`config.mk`:
```
export PLATFORM = sky130hd
export DESIGN_NAME = mem_port_ctrl
export DESIGN_NICKNAME = d
export VERILOG_FILES = /design/src/rtl/mem_port_ctrl.sv
export SDC_FILE = /design/constraint.sdc
export NUM_CORES = 1
export LEC_CHECK = 0
export BUFFER_PORTS_ARGS = -buffer_cell sky130_fd_sc_hd__buf_4
export CORE_MARGIN = 4
export CORE_UTILIZATION = 45
export DETAILED_ROUTE_END_ITERATION = 12
export PLACE_DENSITY = 0.71
export SYNTH_ARGS = -nofsm -noshare
export SYNTH_HDL_FRONTEND = slang
export SYNTH_SLANG_ARGS = --single-unit
```
`constraint.sdc`:
```
create_clock -name clk -period 4.2 [get_ports clk]
set_input_delay 0.42 -clock clk [delete_from_list [all_inputs] [get_ports clk]]
set_output_delay 0.42 -clock clk [all_outputs]
set_load 0.01 [all_outputs]
```
`src/rtl/mem_port_ctrl.sv`:
```
// mem_port_ctrl
//   Arbitrates between an instruction-fetch port and a data port for one
//   single-port, DATAWIDTH-wide memory. Each request moves a 2*DATAWIDTH word
//   in two memory cycles: the low half at addr, then the high half at addr+1.
//   The address wraps modulo 2**ADDRWIDTH.
//
//   Build option MEMCTRL_RR_EN:
//     defined   -> round-robin arbitration between the two ports
//     undefined -> fixed priority, D-port over I-port
//
// Ports:
//   clk, rst               clock and synchronous active-high reset
//   i_req/i_addr           instruction read request, held until i_done
//   i_rdata/i_done         fetched word and its one-cycle completion pulse
//   d_req/d_we/d_addr      data request (1=write), held until d_done
//   d_wdata                write data
//   d_rdata/d_done         read data and its one-cycle completion pulse
//   mem_addr/mem_din       memory address and write data
//   mem_write_n            memory write strobe, active-low
//   mem_enable_n           memory output enable, active-low
//   mem_dout               memory read data
//   busy                   high whenever a transaction is in flight
//
// All outputs are registered; no input reaches an output combinationally.

module mem_port_ctrl #(
  parameter int DATAWIDTH = 16,
  parameter int ADDRWIDTH = 20
) (
  input  logic                   clk,
  input  logic                   rst,
  input  logic                   i_req,
  input  logic [ADDRWIDTH-1:0]   i_addr,
  output logic [2*DATAWIDTH-1:0] i_rdata,
  output logic                   i_done,
  input  logic                   d_req,
  input  logic                   d_we,
  input  logic [ADDRWIDTH-1:0]   d_addr,
  input  logic [2*DATAWIDTH-1:0] d_wdata,
  output logic [2*DATAWIDTH-1:0] d_rdata,
  output logic                   d_done,
  output logic [ADDRWIDTH-1:0]   mem_addr,
  output logic                   mem_write_n,
  output logic                   mem_enable_n,
  output logic [DATAWIDTH-1:0]   mem_din,
  input  logic [DATAWIDTH-1:0]   mem_dout,
  output logic                   busy
);

  typedef enum logic [1:0] {IDLE, LO, HI, DONE} state_t;

  state_t                 state_reg, state_next;
  logic                   owner_d_reg, owner_d_next;   // 1 = D-port owns the transaction
  logic                   we_reg, we_next;
  logic [ADDRWIDTH-1:0]   addr_reg, addr_next;
  logic [DATAWIDTH-1:0]   wdata_hi_reg, wdata_hi_next; // low half goes out straight from IDLE
  logic [ADDRWIDTH-1:0]   mem_addr_reg, mem_addr_next;
  logic                   mem_write_n_reg, mem_write_n_next;
  logic                   mem_enable_n_reg, mem_enable_n_next;
  logic [DATAWIDTH-1:0]   mem_din_reg, mem_din_next;
  logic [2*DATAWIDTH-1:0] i_rdata_reg, i_rdata_next;
  logic [2*DATAWIDTH-1:0] d_rdata_reg, d_rdata_next;
  logic                   i_done_reg, i_done_next;
  logic                   d_done_reg, d_done_next;
  logic                   grant_d;

`ifdef MEMCTRL_RR_EN
  logic last_d_reg, last_d_next;                       // 1 = D was granted last

  // On contention, the port that did not win last time gets the grant.
  always_comb begin
    grant_d = d_req && (!i_req || !last_d_reg);
  end
`else
  always_comb begin
    grant_d = d_req;
  end
`endif

  assign i_rdata      = i_rdata_reg;
  assign i_done       = i_done_reg;
  assign d_rdata      = d_rdata_reg;
  assign d_done       = d_done_reg;
  assign mem_addr     = mem_addr_reg;
  assign mem_write_n  = mem_write_n_reg;
  assign mem_enable_n = mem_enable_n_reg;
  assign mem_din      = mem_din_reg;
  assign busy         = (state_reg != IDLE);

  always_ff @(posedge clk) begin
    if (rst) begin
      state_reg        <= IDLE;
      owner_d_reg      <= 1'b0;
      we_reg           <= 1'b0;
      addr_reg         <= '0;
      wdata_hi_reg     <= '0;
      mem_addr_reg     <= '0;
      mem_write_n_reg  <= 1'b1;
      mem_enable_n_reg <= 1'b1;
      mem_din_reg      <= '0;
      i_rdata_reg      <= '0;
      d_rdata_reg      <= '0;
      i_done_reg       <= 1'b0;
      d_done_reg       <= 1'b0;
`ifdef MEMCTRL_RR_EN
      last_d_reg       <= 1'b0;
`endif
    end else begin
      state_reg        <= state_next;
      owner_d_reg      <= owner_d_next;
      we_reg           <= we_next;
      addr_reg         <= addr_next;
      wdata_hi_reg     <= wdata_hi_next;
      mem_addr_reg     <= mem_addr_next;
      mem_write_n_reg  <= mem_write_n_next;
      mem_enable_n_reg <= mem_enable_n_next;
      mem_din_reg      <= mem_din_next;
      i_rdata_reg      <= i_rdata_next;
      d_rdata_reg      <= d_rdata_next;
      i_done_reg       <= i_done_next;
      d_done_reg       <= d_done_next;
`ifdef MEMCTRL_RR_EN
      last_d_reg       <= last_d_next;
`endif
    end
  end

  always_comb begin
    state_next        = state_reg;
    owner_d_next      = owner_d_reg;
    we_next           = we_reg;
    addr_next         = addr_reg;
    wdata_hi_next     = wdata_hi_reg;
    mem_addr_next     = mem_addr_reg;
    mem_write_n_next  = mem_write_n_reg;
    mem_enable_n_next = mem_enable_n_reg;
    mem_din_next      = mem_din_reg;
    i_rdata_next      = i_rdata_reg;
    d_rdata_next      = d_rdata_reg;
    i_done_next       = 1'b0;
    d_done_next       = 1'b0;
`ifdef MEMCTRL_RR_EN
    last_d_next       = last_d_reg;
`endif

    case (state_reg)
      IDLE: begin
        mem_write_n_next  = 1'b1;
        mem_enable_n_next = 1'b1;
        if (i_req || d_req) begin
          owner_d_next  = grant_d;
          we_next       = grant_d && d_we;
          addr_next     = grant_d ? d_addr : i_addr;
          wdata_hi_next = d_wdata[2*DATAWIDTH-1:DATAWIDTH];
          mem_addr_next = grant_d ? d_addr : i_addr;
          if (grant_d && d_we) begin
            mem_write_n_next = 1'b0;
            mem_din_next     = d_wdata[DATAWIDTH-1:0];
          end else begin
            mem_enable_n_next = 1'b0;
          end
`ifdef MEMCTRL_RR_EN
          last_d_next = grant_d;
`endif
          state_next = LO;
        end
      end

      LO: begin
        if (!we_reg) begin
          if (owner_d_reg) d_rdata_next[DATAWIDTH-1:0] = mem_dout;
          else             i_rdata_next[DATAWIDTH-1:0] = mem_dout;
        end
        // Strobes stay as they are; the address steps to the high half and
        // wraps naturally at the top of the address space.
        mem_addr_next = addr_reg + ADDRWIDTH'(1);
        if (we_reg) mem_din_next = wdata_hi_reg;
        state_next = HI;
      end

      HI: begin
        if (!we_reg) begin
          if (owner_d_reg) d_rdata_next[2*DATAWIDTH-1:DATAWIDTH] = mem_dout;
          else             i_rdata_next[2*DATAWIDTH-1:DATAWIDTH] = mem_dout;
        end
        mem_write_n_next  = 1'b1;
        mem_enable_n_next = 1'b1;
        i_done_next       = !owner_d_reg;
        d_done_next       = owner_d_reg;
        state_next        = DONE;
      end

      DONE: begin
        // No grant here: the requester uses this cycle to drop or replace
        // its request before arbitration happens again.
        state_next = IDLE;
      end

      default: state_next = IDLE;
    endcase
  end

endmodule
```
# Yosys cells after proc, flatten, opt, wreduce, memory -nomap -nowiden
# Cells that the tools add are included.
op_classes:
  bitwise: 3
  reduce_logical: 15
  eq_ne: 6
  n_mux: 15
  n_mul: 0
  shifts: 0
  div: 0
  add_sub_neg: 1
  magnitude_cmp: 0
op_table:
  columns: ["operator", "n"]
  rows:
  - ["16-bit two-way mux", 3]
  - ["20-bit two-way mux", 2]
  - ["20-bit one-hot mux with 2 select lines", 1]
  - ["16-bit one-hot mux with 2 select lines", 1]
  - ["20-bit by 1-bit adder with 20-bit output (second input constant)", 1]
  - ["3-bit AND reduction", 4]
  - ["2-bit one-hot mux with 4 select lines", 1]
  - ["2-bit inequality test (second input constant)", 3]
  - ["2-bit nonzero test", 3]
  - ["2-bit equality test (second input constant)", 2]
  - ["1-bit two-way mux", 4]
  - ["1-bit one-hot mux with 2 select lines", 2]
  - ["2-bit AND reduction", 2]
  - ["4-bit AND reduction", 1]
  - ["1-bit inverter", 3]
  - ["2-bit by 1-bit equality test with 1-bit output (second input constant)", 1]
  - ["2-bit logical NOT", 1]
  - ["2-bit two-way mux", 1]
  - ["2-bit OR reduction", 1]
  - ["1-bit logical AND", 1]
  - ["1-bit logical NOT", 1]
  - ["1-bit logical OR", 1]
totals:
  latch_bits: 0
  mem_bits_rw: 0
  n_memories: 0
  regBits: 144
  mem_bits_ro: 0
  inputBits: 93
  output_inout_bits: 105

# Longest topological paths before layout
depth:
  depth_word: 4
  ltp_mapped: 8
  mapped_depth_nobuf: 6

# Least setup slack after synthesis
# OpenSTA, ideal clock, no wires.
synth_path:
  kind: "reg2reg"
  from: "register state_reg[0]"
  to: "register mem_addr_reg[18] (netlist: mem_addr[18])"
  synth_period_minus_slack_ps: 1899
  path_stages_with_launch: 8
  n_path_buf: 1
  t_required_ps: 4121
  arrival_time_ps: 1820
  path_slack_ps: 2301
  path_cell_list: "dfxtp_1 inv_1 ha_1 nor3b_4 or3_1 buf_2 or4_1 o211ai_1"
synth_via:
  elab_chain_cells: 3
  word_cells_on_any_way: 6
  classes_between: "eq/ne: 2; mux: 1; reduce/logical: 3"
synth_lines:
  columns: ["element", "line", "rtl"]
  rows:
  - ["start, declared", "52", "state_t state_reg, state_next;"]
  - ["start signal, assigned", "109", "state_reg <= state_next;"]
  - ["2-bit by 1-bit equality test with 1-bit output or 2-bit logical NOT (tied branches)", "146", "case (state_reg)"]
  - ["2-bit nonzero test (no line) or 2-bit inequality test (tied branches)", null, null]
  - ["2-bit AND reduction (no line)", null, null]
  - ["end signal, assigned", "114", "mem_addr_reg <= mem_addr_next;"]
  - ["end, declared", "57", "logic [ADDRWIDTH-1:0] mem_addr_reg, mem_addr_next;"]
# Several ways; a longest one is shown, not always the timed one.
# A chain may end at the register's enable or synchronous reset.

# Worst setup path after layout
layout_path:
  from: "register state_reg[0]"
  to: "register addr_reg[10]"
layout_via:
  elab_chain_cells: 2
layout_lines:
  columns: ["element", "line", "rtl"]
  rows:
  - ["2-bit logical NOT", "146", null]
  - ["2-bit AND reduction (no line)", null, null]
  - ["end signal, assigned", "112", "addr_reg <= addr_next;"]
  - ["end, declared", "55", "logic [ADDRWIDTH-1:0] addr_reg, addr_next;"]
# No other way between the ends.

==> metrics.yaml <==
status: "finished clean"
final_cell_mix: "200 x buf_4, 184 x nand2_1, 144 x dfxtp_1, 98 x a21oi_1, 51 x nor2_1"
numPortBuffers: 197
worst_pin_slew_ns: 1.23
num-nets-final: 992
hp-start: "d_wdata[23]"
area_growth_pct: 35.4
fin_skew_ns: 0.00641
antenna_found_initial: 0
drv_slew: 0
hold_class: "primary input to register"
synth_edf_count: 0
ys_seq_area_frac: 0.481
postCtsHoldBufs: 0
num_vias: 5814
setup_tns_ns: 0
ys_seq_elements: 144
start_util: 0.467
synthAdderAreaFrac: 0.00836
critPathTopFamily: "simple AND/OR/NAND/NOR gates"
cp.required_ns: 4.52
crit_start: "state_reg[0]$_SDFFE_PP0P_"
ctsHtreeMaxLevel: 4
gp_congestion: 0.879
grt_overflow: 0
cts_setup_buffers: 0
drtIter0Drc: 404
cts_max_path_buffers: 2
synthSimpleGateAreaFrac: 0.211
clock.fmax_mhz: 370
die_h_um: 123
grt_pass1_vias: 5532
grt_first_pass_wirelength_um: 27600
crit_slowest_cell: "nor2_4"
dp_slack_ns: 1.51
drive_gt1_frac: 0.264
cp_num_buf_inv: 3
synth.area.mux_share: 0.0668
peakVddDrop_uv: 517
route.detailed.drc: 0
clock-sinks: 144
slowest_delay_ns: 0.75
tritoncts: "done"
crit_path_max_fanout: 41
io_pins: 198
synth-compound-area-share: 0.175
fp.dieW_um: 123
ys.flop_type: "dfxtp_1"
layout_commonest_cell: "buf_4"
viasPerCell: 5.38
syn-num-nets: 828
ant_nets: 0
p_leak_uw: 0.00334
power_uw: 5680
groute.usage.overall: 0.231
drt_wl_total_um: 17700
clock_latency_ns: 0.42
grt_start_max_net_pins: 79
min_period_ns: 2.70
crit-reg2reg-launch: "state_reg[0]$_SDFFE_PP0P_"
criticalPathCategory: "register to register"
cp_common_cell: "inv_1"
cts_root_buffer: "clkbuf_16"
wl_per_cell_um: 16.4
syn_area_per_cell_um2: 8.19
slew_headroom: 0.175
crit_chain: "inv_1, ha_1, inv_1, nor2_4, buf_4, nor2_1, a211oi_1"
dieArea_um2: 15200
cts_made_buffers: 17
synth_top_family_by_area: "simple AND/OR/NAND/NOR gates"
layout_setup_ws_ns: 1.50
start_kind: "register"
powerDensity_nw_per_um2: 700
fp-row-count: 41
finalCritPeriodShare: 0.643
arrival_ns: 3.02
ys_warn_count: 0
hold_violations: 0
critical_path.endpoint_type: "register"
drtPass1Iterations: 6
synth_async_sr_flop_share: 0
cts_resized: 0
syn-cell-area_um2: 5990
setup_viol: 0
cap_violations: 0
clkTransAtPathRegs_ns: 0.06
diodes: 0
coreArea_um2: 12800
synth_xor_area_frac: 0.0146
synthCells: 731
rsz0062_at_grt: "false"
synth_cell_type_count: 46
dp_hpwl_um: 12800
==> path summary, 6_finish.rpt <==
check | endpoint | slack, ns | cells past startpoint
setup / recovery | addr_reg[10]$_SDFFE_PP0P_ | 1.50 | 7
hold / removal | wdata_hi_reg[7]$_SDFFE_PP0P_ | 0.25 | 3
setup reg to reg | addr_reg[10]$_SDFFE_PP0P_ | 1.50 | 7
hold reg to reg | d_rdata[22]$_SDFFE_PP0P_ | 0.45 | 2
==> report_power, final <==
part / switching [uW] / internal [uW] / total, uW
clock: 578 / 907 / 1490
sequential: 290 / 1760 / 2050
combinational: 1250 / 892 / 2150
==> worst reg2reg max path, delay by kind of cell (launching register included) <==
| family | cells | cell delay (ns) |
|---|---|---|
| and+or+nand+nor | 2 | 0.82 |
| DFF | 1 | 0.31 |
| AOI/OAI and AO/OA | 1 | 0.23 |
| buffers and inverters | 3 | 0.77 |
| adders and majority gates | 1 | 0.46 |
==> per-layer routing <==
metal / vias up / global-route usage / part of all wire
li1: 2863 / - / -
met1: 2710 / 0.293 / 0.42
met2: 207 / 0.370 / 0.48
met3: 34 / 0.0618 / 0.073
met4: 0 / 0.100 / 0.024
met5: - / 0 / 0
==> final cells by class <==
type,instances,area (um2)
fillers,1103,4720
flip-flops and latches,144,2880
multi-input cells,522,2880
repair buffers,200,1500
clock buffers,20,457
well taps,172,215
clock inverters,12,134
inverters,10,37.5
==> through the flow <==
stage	instance area (um2)	utilization	std cells	hold slack (ns)
5_1_grt	8110	0.632	1080	0.244
2_1_floorplan	5990	-	731	0.436
6_report	8110	0.632	1080	0.253
3_5_place_dp	7510	0.586	1048	0.447
4_1_cts	8100	0.632	1080	0.235
3_3_place_gp	7510	0.586	1048	0.442
==> synthesized netlist by cell type, types with 2 or more instances <==
library cell / number / area, um2
nor2b_1: 2 / 12.5
nor3_1: 6 / 30.0
o21ai_1: 2 / 10.0
and4_1: 2 / 17.5
nor2_1: 52 / 195
a211oi_1: 38 / 285
a221oi_1: 3 / 26.3
o21ai_0: 8 / 40.0
ha_1: 4 / 50.1
nand3_1: 12 / 60.1
nand2_1: 184 / 691
nand4_1: 5 / 31.3
o22ai_1: 6 / 37.5
buf_2: 11 / 55.1
o21a_1: 2 / 15.0
inv_1: 10 / 37.5
nor4_1: 10 / 62.6
dfxtp_1: 144 / 2880
a21oi_1: 98 / 490
o211ai_1: 7 / 52.6
clkbuf_1: 42 / 158
and3_1: 2 / 12.5
nand3b_1: 2 / 15.0
or4_1: 5 / 37.5
buf_1: 2 / 7.51
nor3b_1: 2 / 15.0
or3_1: 3 / 18.8
xnor2_1: 10 / 87.6
mux2i_1: 40 / 400
==> cells by family (layout without fill, tap and decap cells) <==
logic type                 after synthesis  in the layout
DFF                                    144            144
AOI/OAI and AO/OA                      174            174
buffers and inverters                   65            242
adders and majority gates                4              4
muxes                                   40             40
and+or+nand+nor                        294            294
xor gates and xnor gates                10             10
(Power assumes the default switching activity.)
